## src/rtl/serial_cmp_ctrl.sv

```systemverilog
// Bit-serial magnitude/equality controller: steps a shared 1-bit equality comparator over
// two latched WIDTH-bit operands MSB first and reports eq/gt/lt with a start/busy/done handshake.
module serial_cmp_ctrl #(
  parameter int WIDTH      = 8,
  parameter bit EARLY_EXIT = 1'b1
) (
  input  logic             clk,
  input  logic             rst,
  input  logic             start,
  input  logic [WIDTH-1:0] a_in,
  input  logic [WIDTH-1:0] b_in,
  output logic             busy,
  output logic             done,
  output logic             eq,
  output logic             gt,
  output logic             lt,
  output logic             cmp_a,
  output logic             cmp_b,
  input  logic             cmp_s
);

  localparam int IDX_W = $clog2(WIDTH);

  typedef enum logic [1:0] {
    ST_IDLE    = 2'b00,
    ST_COMPARE = 2'b01,
    ST_DONE    = 2'b10
  } state_t;

  state_t             state_r;
  state_t             state_s;
  logic [WIDTH-1:0]   a_r;
  logic [WIDTH-1:0]   b_r;
  logic [IDX_W-1:0]   idx_r;
  logic               mism_r;
  logic               eq_r;
  logic               gt_r;
  logic               lt_r;
  logic               diff_s;
  logic               exit_s;

  // The comparator reports equality; a difference at the last bit or (with early exit) any bit ends the scan.
  assign diff_s = ~cmp_s;
  assign exit_s = ((EARLY_EXIT == 1'b1) && diff_s) || (idx_r == {IDX_W{1'b0}});

  assign eq = eq_r;
  assign gt = gt_r;
  assign lt = lt_r;

  // State register.
  always_ff @(posedge clk) begin
    if (rst) begin
      state_r <= ST_IDLE;
    end else begin
      state_r <= state_s;
    end
  end

  // Next-state logic.
  always_comb begin
    state_s = state_r;
    case (state_r)
      ST_IDLE: begin
        if (start) begin
          state_s = ST_COMPARE;
        end else begin
          state_s = ST_IDLE;
        end
      end
      ST_COMPARE: begin
        if (exit_s) begin
          state_s = ST_DONE;
        end else begin
          state_s = ST_COMPARE;
        end
      end
      ST_DONE: state_s = ST_IDLE;
      default: state_s = ST_IDLE;
    endcase
  end

  // Output decode; comparator inputs are forced low whenever no scan is in progress.
  always_comb begin
    busy  = 1'b0;
    done  = 1'b0;
    cmp_a = 1'b0;
    cmp_b = 1'b0;
    case (state_r)
      ST_COMPARE: begin
        busy  = 1'b1;
        cmp_a = a_r[idx_r];
        cmp_b = b_r[idx_r];
      end
      ST_DONE: done = 1'b1;
      default: begin
        busy  = 1'b0;
        done  = 1'b0;
      end
    endcase
  end

  // Operand latch, bit index and result registers; only the first (MSB-most) difference sets gt/lt.
  always_ff @(posedge clk) begin
    if (rst) begin
      a_r    <= {WIDTH{1'b0}};
      b_r    <= {WIDTH{1'b0}};
      idx_r  <= IDX_W'(WIDTH - 1);
      mism_r <= 1'b0;
      eq_r   <= 1'b0;
      gt_r   <= 1'b0;
      lt_r   <= 1'b0;
    end else begin
      case (state_r)
        ST_IDLE: begin
          if (start) begin
            a_r    <= a_in;
            b_r    <= b_in;
            idx_r  <= IDX_W'(WIDTH - 1);
            mism_r <= 1'b0;
            eq_r   <= 1'b0;
            gt_r   <= 1'b0;
            lt_r   <= 1'b0;
          end
        end
        ST_COMPARE: begin
          if (diff_s && !mism_r) begin
            gt_r   <= cmp_a;
            lt_r   <= ~cmp_a;
            mism_r <= 1'b1;
          end
          if (exit_s) begin
            eq_r <= ~mism_r & cmp_s;
          end else begin
            idx_r <= idx_r - IDX_W'(1);
          end
        end
        default: begin
          mism_r <= mism_r;
        end
      endcase
    end
  end

endmodule

```

## config.mk

```make
export PLATFORM = sky130hd
export DESIGN_NAME = serial_cmp_ctrl
export DESIGN_NICKNAME = d
export VERILOG_FILES = /design/src/rtl/serial_cmp_ctrl.sv
export SDC_FILE = /design/constraint.sdc
export NUM_CORES = 1
export LEC_CHECK = 0
export CORE_ASPECT_RATIO = 1.2
export CORE_MARGIN = 5
export CORE_UTILIZATION = 54
export DETAILED_ROUTE_END_ITERATION = 6
export DONT_BUFFER_PORTS = 1
export PLACE_DENSITY_LB_ADDON = 0.3
export SLEW_MARGIN = 20
export SYNTH_ARGS = -nofsm -noshare
export SYNTH_HDL_FRONTEND = slang
export SYNTH_SLANG_ARGS = --single-unit
```

## constraint.sdc

```tcl
create_clock -name clk -period 1.5 [get_ports clk]
set_clock_uncertainty 0.05 [all_clocks]
set_input_delay 0.15 -clock clk [delete_from_list [all_inputs] [get_ports clk]]
set_output_delay 0.15 -clock clk [all_outputs]
set_load 0.05 [all_outputs]
```

Word level (Yosys, flattened, before mapping)

Index checks and enable logic that the tools add are counted.

Add/subtract/negate cells: 1
Magnitude comparators: 1
Equality and inequality tests: 6
Multiplexer cells: 23
Bitwise operators: 4
Reductions and logical operators: 10

Operators by type and width:

| cell                | count |
|---|---|
| $mux 1              | 12 |
| $reduce_and 3->1    | 3 |
| $ne 2x2->1 const B  | 4 |
| $pmux 1 s2          | 4 |
| $bmux 1 s3          | 2 |
| $mux 3              | 2 |
| $pmux 3 s2          | 1 |
| $lt 3x4->1 const B  | 1 |
| $pmux 2 s2          | 1 |
| $logic_not 3->1     | 1 |
| $not 1->1           | 3 |
| $sub 3x1->3 const B | 1 |
| $eq 2x1->1 const B  | 1 |
| $eq 2x2->1 const B  | 1 |
| $logic_not 2->1     | 1 |
| $mux 2              | 1 |
| $reduce_and 2->1    | 1 |
| $reduce_bool 2->1   | 1 |
| $and 1x1->1         | 1 |
| $logic_and 1x1->1   | 1 |
| $logic_not 1->1     | 1 |
| $logic_or 1x1->1    | 1 |

Register bits: 25
Word-level logic and storage cells: 53

Longest topological paths before layout

Gate-level depths: netlist of the first run.

Word-level depth: 6
Depth in mapped cells: 7
Mapped depth without buffers: 6

Worst setup path after synthesis of the first run

OpenSTA, ideal clock, no wires.

Path kind: register to output
Start point: register idx_r[0]
End point: output cmp_a
Arrival time: 1488 ps
Setup slack: -188 ps
Stages on the path, launching flop included: 5
Buffers on the path: 1
Cell sequence: dfxtp_1 buf_6 mux4_2 mux2i_4 nor2_1

Longest elaborated chain between the ends: 3

Ends and longest elaborated chain:

| item                         | RTL line | source |
|---|---|---|
| start: declaration           | 34       | `logic [IDX_W-1:0] idx_r;` |
| start signal: assignment     | 107      | `idx_r <= IDX_W'(WIDTH - 1);` |
| start signal: assignment     | 118      | `idx_r <= IDX_W'(WIDTH - 1);` |
| start signal: assignment     | 134      | `idx_r <= idx_r - IDX_W'(1);` |
| $bmux 1 s3                   | 91       | `cmp_a = a_r[idx_r];` |
| $mux 1 (implied by the code) | 91       |  |
| $mux 1                       | 88       | `case (state_r)` |
| end: declaration             | 17       | `output logic cmp_a,` |

Every way passes these cells. The select of a mux whose other input is x is not followed.

Final worst setup path of the first run

Start point: register idx_r[0]
End point: output cmp_b

Longest elaborated chain between the ends: 3

Ends and longest elaborated chain:

| item                         | RTL line | source |
|---|---|---|
| $bmux 1 s3                   | 92       | `cmp_b = b_r[idx_r];` |
| $mux 1 (implied by the code) | 92       |  |
| $mux 1                       | 88       |  |
| end: declaration             | 18       | `output logic cmp_b,` |

Every way passes these cells. The select of a mux whose other input is x is not followed.

==> results.json, run 1 <==
{
  "yosysMostFrequentCell": "nand2_1",
  "grt_max_degree": 24,
  "end_kind": "primary output",
  "crit_type": "flop to primary output",
  "dr.pass1.iters": 4,
  "syn_inst": 124,
  "drtIter0Drc": 27,
  "clk_pin_slew_ps": 130,
  "cp-start-kind": "flop",
  "vias": 948,
  "relSlewSlack_pct": 41.68,
  "yosys.area_share.simple_pct": 21.46,
  "worst_ir_drop_vdd_mv": 0.7368,
  "synth_compound_area_share_pct": 13.03,
  "vias_per_cell": 5.448,
  "num_rows": 18,
  "antenna_found_initial": 0,
  "grt_pass1_vias": 1037,
  "synth_nets": 146,
  "leakagePower_uw": 0.0005969,
  "failed_checks": "negative setup slack",
  "die_w_um": 51.46,
  "synth_top_family_by_area": "simple AND/OR/NAND/NOR gates",
  "synth_edf_count": 0,
  "synth_cell_types": 31,
  "r2r_slack_ps": -220,
  "drv_cap": 0,
  "htree_levels": 1,
  "arrival_ps": 1570,
  "insertion_delay_ps": 310,
  "start_util_pct": 55.56,
  "status": "complete, but fails checks",
  "nNetsFinal": 177,
  "core_area_mm2": 0.002004,
  "dp_hpwl_mm": 1.854,
  "worstMarginPinSlew_ps": 871.9,
  "cp.required_ps": 1300,
  "synth_ff_type": "dfxtp_1",
  "final.setup.worst_slack_ps": -269.3,
  "cts_tree": "yes",
  "p_per_area_mw_per_mm2": 872.2,
  "fp.dieH_um": 59.75,
  "min_period_ps": 1769,
  "routed_wl_mm": 2.622,
  "rsz0062_at_grt": "yes",
  "cts-root-buf": "clkbuf_4",
  "max_freq_mhz": 565.2,
  "synth_top_area_share_pct": 44.94,
  "startpoint": "idx_r[0]$_SDFFE_PP1P_",
  "avgSynthCellArea_um2": 8.980,
  "dieArea_mm2": 0.003074,
  "gr-total-overflow": 0,
  "fin_crit_sh_pct": 118.0,
  "yosys_warnings": 0,
  "synth_area_leaders": "dfxtp_1 45%, nand2_1 12%, a21oi_1 8.5%",
  "clock_path_buffers": 2,
  "hold_path.startpoint": "cmp_s",
  "clock-sinks": 25,
  "drive_above_1_share_pct": 24.03,
  "setup_tns_ps": -916.6,
  "postRouteAntennaNets": 0,
  "port-buffer-count": 0,
  "grtUsageTotal_pct": 18.94,
  "crit_fanout": 5,
  "cts_made_buffers": 3,
  "synthAdderAreaFrac_pct": 2.247,
  "place_congestion": 0.7607,
  "yosys.area.top_type": "dfxtp_1",
  "drc": 0,
  "finalHoldViolations": 0,
  "io_pins": 27,
  "r2r-start": "idx_r[0]$_SDFFE_PP1P_",
  "antenna_cells": 0,
  "synthMuxAreaShare_pct": 12.58,
  "grt_pass1_wl_mm": 4.450,
  "min_delay_worst_endpoint": "eq$_SDFFE_PP0P_",
  "ys_seq_area_share_pct": 44.94,
  "min_path_type": "primary input to flop",
  "finalPower_uw": 1278,
  "final-setup-viol-count": 4,
  "syn_to_final_growth_pct": 31.57,
  "avgRoutedWirePerCell_um": 15.07,
  "min_path_cells": 4,
  "regToRegEndpoint": "gt$_SDFFE_PP0P_",
  "synthTopCellsByCount": "35 x nand2_1, 25 x dfxtp_1, 19 x a21oi_1",
  "worstRegToRegCells": 6,
  "slew_violations": 0,
  "synth.cell_area_mm2": 0.001114,
  "ys_ff_latch": 25,
  "synth_xor_area_share_pct": 1.573,
  "async_flop_share_pct": 0
}
critical path, stage by stage, from the launching register on:
cell	delay (ps)
dfxtp_4	410
mux4_2	510
mux2i_2	210
nor2_4	120
logic make-up (layout without fill, tap and decap cells):
kind of cell    Yosys count  after routing
compound gates           25             25
xor+xnor                  2              2
fa+ha+maj                 2              2
buf+inv                  10             40
flops                    25             25
mux                       7              7
simple gates             53             53
sequential cells by signal, indices dropped and copies added, names as in the netlist:
| register | count |
|---|---|
| a_r | 8 |
| b_r | 8 |
| idx_r | 3 |
| state_r | 2 |
| eq | 1 |
| gt | 1 |
| lt | 1 |
| mism_r | 1 |
routing by layer:
metal  up-vias  routed length (µm)  GRT usage (%)
li1        477                   -              -
met1       450                1106          22.07
met2        17                1420          34.91
met3         4                  70          2.494
met4         0                  25          7.116
met5         -                   0              0
final cells by class:
| cell class | count | area [µm²] |
|---|---|---|
| multi-input cells | 89 | 600.6 |
| fillers | 153 | 539.3 |
| flip-flops and latches | 25 | 506.7 |
| repair buffers | 32 | 291.5 |
| clock buffers | 4 | 26.28 |
| well taps | 20 | 25.02 |
| inverters | 4 | 15.01 |
cell usage in the layout (no fill, tap or decap):
master	netlist	final
nand2_1	35	35
dfxtp_1	25	22
a21oi_1	19	19
dlygate4sd3_1	0	19
buf_4	0	12
nor2_1	7	5
mux4_2	2	4
inv_1	3	3
clkbuf_4	0	3
nand2b_4	0	2
nor2_4	0	2
ha_1	2	2
dfxtp_2	0	2
mux2i_4	1	1
inv_2	1	1
mux2i_2	0	1
nor2b_1	1	1
nor3b_2	1	1
or3b_4	0	1
nand2b_1	3	1
nand3_2	0	1
o211ai_1	1	1
xnor2_1	1	1
a21o_1	1	1
nand4_1	1	1
xor2_1	1	1
nor3_2	1	1
a2111oi_2	1	1
a31oi_1	1	1
mux2i_1	2	1
o21ai_0	1	1
nand2_2	1	1
nand3b_1	1	1
a21oi_2	1	1
clkbuf_1	4	1
dfxtp_4	0	1
buf_6	1	1
worst max path at each step:
stage | endpoint | cells past startpoint
final | cmp_b | 3
after floorplan | gt$_SDFFE_PP0P_ | 5
after detailed placement | gt$_SDFFE_PP0P_ | 4
after global placement | cmp_b | 3
after global routing | cmp_a | 3
after CTS | cmp_b | 3
power breakdown:
part	internal (µW)	switching, µW	total, µW
registers	699	27.1	727
logic	122	129	252
clock network	104	196	300
what timing repair did:
action / in CTS / in global routing
pin swaps: 1 / 3
buffers inserted: 1 / 2
setup endpoints to repair: 6 / 9
hold buffers: 18 / 1
endpoints found under the hold margin: 25 / 2
gates resized for setup: 9 / 6
stage by stage:
step | setup WS [ps] | util [%] | std cells | hold slack [ps] | instance area [µm²]
floorplan | 36.03 | - | 124 | 169.1 | 1119
CTS | -281.7 | 71.29 | 172 | 61.43 | 1429
global route | -369.0 | 73.10 | 174 | 103.1 | 1465
global placement | -51.81 | 59.61 | 149 | 165.1 | 1195
detailed placement | -78.06 | 59.61 | 149 | 167.4 | 1195
finish | -269.3 | 73.10 | 174 | 105.7 | 1465
Power figures use the tool's default switching activity.
==> run 2, diff against run 1 <==
--- a/config.mk
+++ b/config.mk
@@ -7,7 +7,7 @@
 export LEC_CHECK = 0
 export CORE_ASPECT_RATIO = 1.2
 export CORE_MARGIN = 5
-export CORE_UTILIZATION = 54
+export CORE_UTILIZATION = 60
 export DETAILED_ROUTE_END_ITERATION = 6
 export DONT_BUFFER_PORTS = 1
 export PLACE_DENSITY_LB_ADDON = 0.3
==> constraint.sdc (replaced) <==
create_clock -name clk -period 2.2 [get_ports clk]
set_clock_uncertainty 0.05 [all_clocks]
set_input_delay 0.22 -clock clk [delete_from_list [all_inputs] [get_ports clk]]
set_output_delay 0.22 -clock clk [all_outputs]
set_load 0.05 [all_outputs]
==> results.json, run 2 (synthesis results as in run 1) <==
{
  "drc": 0,
  "num_rows": 17,
  "cts_made_buffers": 3,
  "slew_violations": 0,
  "relSlewSlack_pct": 42.04,
  "end_kind": "primary output",
  "grt_pass1_vias": 970,
  "drtIter0Drc": 18,
  "fp.dieH_um": 57.19,
  "final_cell_mix": "35 x nand2_1, 24 x dfxtp_1, 19 x a21oi_1, 17 x dlygate4sd3_1, 7 x nor2_1",
  "start_util_pct": 61.59,
  "final-setup-viol-count": 0,
  "io_pins": 27,
  "clock_path_buffers": 2,
  "dr.pass1.iters": 4,
  "grt_max_degree": 24,
  "cts_tree": "yes",
  "clk_pin_slew_ps": 130,
  "cp.required_ps": 1930,
  "worst_ir_drop_vdd_mv": 0.4209,
  "avgRoutedWirePerCell_um": 14.02,
  "antenna_found_initial": 0,
  "hold_path.startpoint": "cmp_s",
  "insertion_delay_ps": 310,
  "htree_levels": 1,
  "crit_fanout": 5,
  "r2r_slack_ps": 640,
  "crit_type": "flop to primary output",
  "grtUsageTotal_pct": 17.65,
  "regToRegEndpoint": "idx_r[0]$_SDFFE_PP1P_",
  "finalPower_uw": 828.3,
  "arrival_ps": 1710,
  "worstRegToRegCells": 5,
  "dieArea_mm2": 0.002821,
  "setup_tns_ps": 0,
  "gr-total-overflow": 0,
  "dp_hpwl_mm": 1.576,
  "grt_pass1_wl_mm": 4.077,
  "status": "completed",
  "port-buffer-count": 0,
  "core_area_mm2": 0.001808,
  "antenna_cells": 0,
  "die_w_um": 49.33,
  "nNetsFinal": 167,
  "min_path_cells": 2,
  "clock-sinks": 25,
  "layout_commonest_cell": "nand2_1",
  "max_freq_mhz": 504.2,
  "r2r-start": "state_r[0]$_SDFF_PP0_",
  "finalHoldViolations": 0,
  "top_regs": "a_r x8, b_r x8, idx_r x3",
  "leakagePower_uw": 0.0005593,
  "rsz0062_at_grt": "no",
  "vias_per_cell": 5.656,
  "syn_to_final_growth_pct": 20.56,
  "vias": 922,
  "multi_input_comb_area_um2": 566.8,
  "routed_wl_mm": 2.285,
  "p_per_area_mw_per_mm2": 617.0,
  "cp-start-kind": "flop",
  "min_path_type": "primary input to flop",
  "cts-root-buf": "clkbuf_4",
  "min_period_ps": 1983,
  "fin_crit_sh_pct": 90.15,
  "drv_cap": 0,
  "worstMarginPinSlew_ps": 866.6,
  "min_delay_worst_endpoint": "state_r[1]$_SDFF_PP0_",
  "place_congestion": 0.7300,
  "drive_above_1_share_pct": 13.19,
  "seq_area_um2": 501.7,
  "final.fill_count": 149,
  "postRouteAntennaNets": 0
}
==> run 2: metrics by stage <==
stage / hold WS (ps) / setup WS [ps] / cell area, µm² / utilization, % / cells
final: 34.98 / 216.6 / 1343 / 74.26 / 163
after global routing: 11.25 / 102.1 / 1343 / 74.26 / 163
after CTS: 31.79 / 119.7 / 1341 / 74.19 / 163
after detailed placement: 236.7 / 483.8 / 1144 / 63.25 / 142
after global placement: 236.2 / 500.1 / 1144 / 63.25 / 142
after floorplan: 239.1 / 441.7 / 1114 / - / 124
==> run 2: worst max-delay path, stage by stage, from the launching register on <==
cell     delay [ps]
dfxtp_2         420
mux4_2          540
mux2i_4         180
nor2_1           60
buf_4           190
==> run 2: per-layer routing <==
| layer | GRT usage (%) | routed length [µm] | vias to the layer above |
|---|---|---|---|
| met1 | 19.41 | 909 | 437 |
| met3 | 3.655 | 122 | 2 |
| met2 | 33.52 | 1237 | 20 |
| met4 | 4.615 | 16 | 0 |
| met5 | 0 | 0 | - |
| li1 | - | - | 463 |
==> run 2: worst max path at each step <==
stage	startpoint	to	cells past startpoint
2_1_floorplan	idx_r[0]$_SDFFE_PP1P_	cmp_a	4
3_5_place_dp	idx_r[0]$_SDFFE_PP1P_	cmp_a	4
3_3_place_gp	idx_r[0]$_SDFFE_PP1P_	cmp_a	4
5_1_grt	idx_r[0]$_SDFFE_PP1P_	cmp_b	4
6_report	idx_r[0]$_SDFFE_PP1P_	cmp_a	4
4_1_cts	idx_r[0]$_SDFFE_PP1P_	cmp_a	4
==> run 2: timing repair <==
action | in CTS | in global routing
resized for setup | 0 | 1
hold buffers | 17 | 0
setup buffers | 0 | 0
hold endpoints to repair | 24 | 0
endpoints found under the setup margin | 0 | 1
==> run 2: final cells by class <==
cell class	count	share of cell area (%)
multi-input cells	89	42.22
flip-flops and latches	25	37.37
repair buffers	22	15.47
well taps	19	1.771
clock buffers	3	1.678
inverters	4	1.118
clock inverters	1	0.3728
==> run 2: power breakdown <==
part           switching, µW  leakage (µW)  total, µW  internal (µW)
logic                   70.8      0.000337        133           62.6
clock network            127     0.0000177        195           67.8
registers               22.3      0.000204        500            477
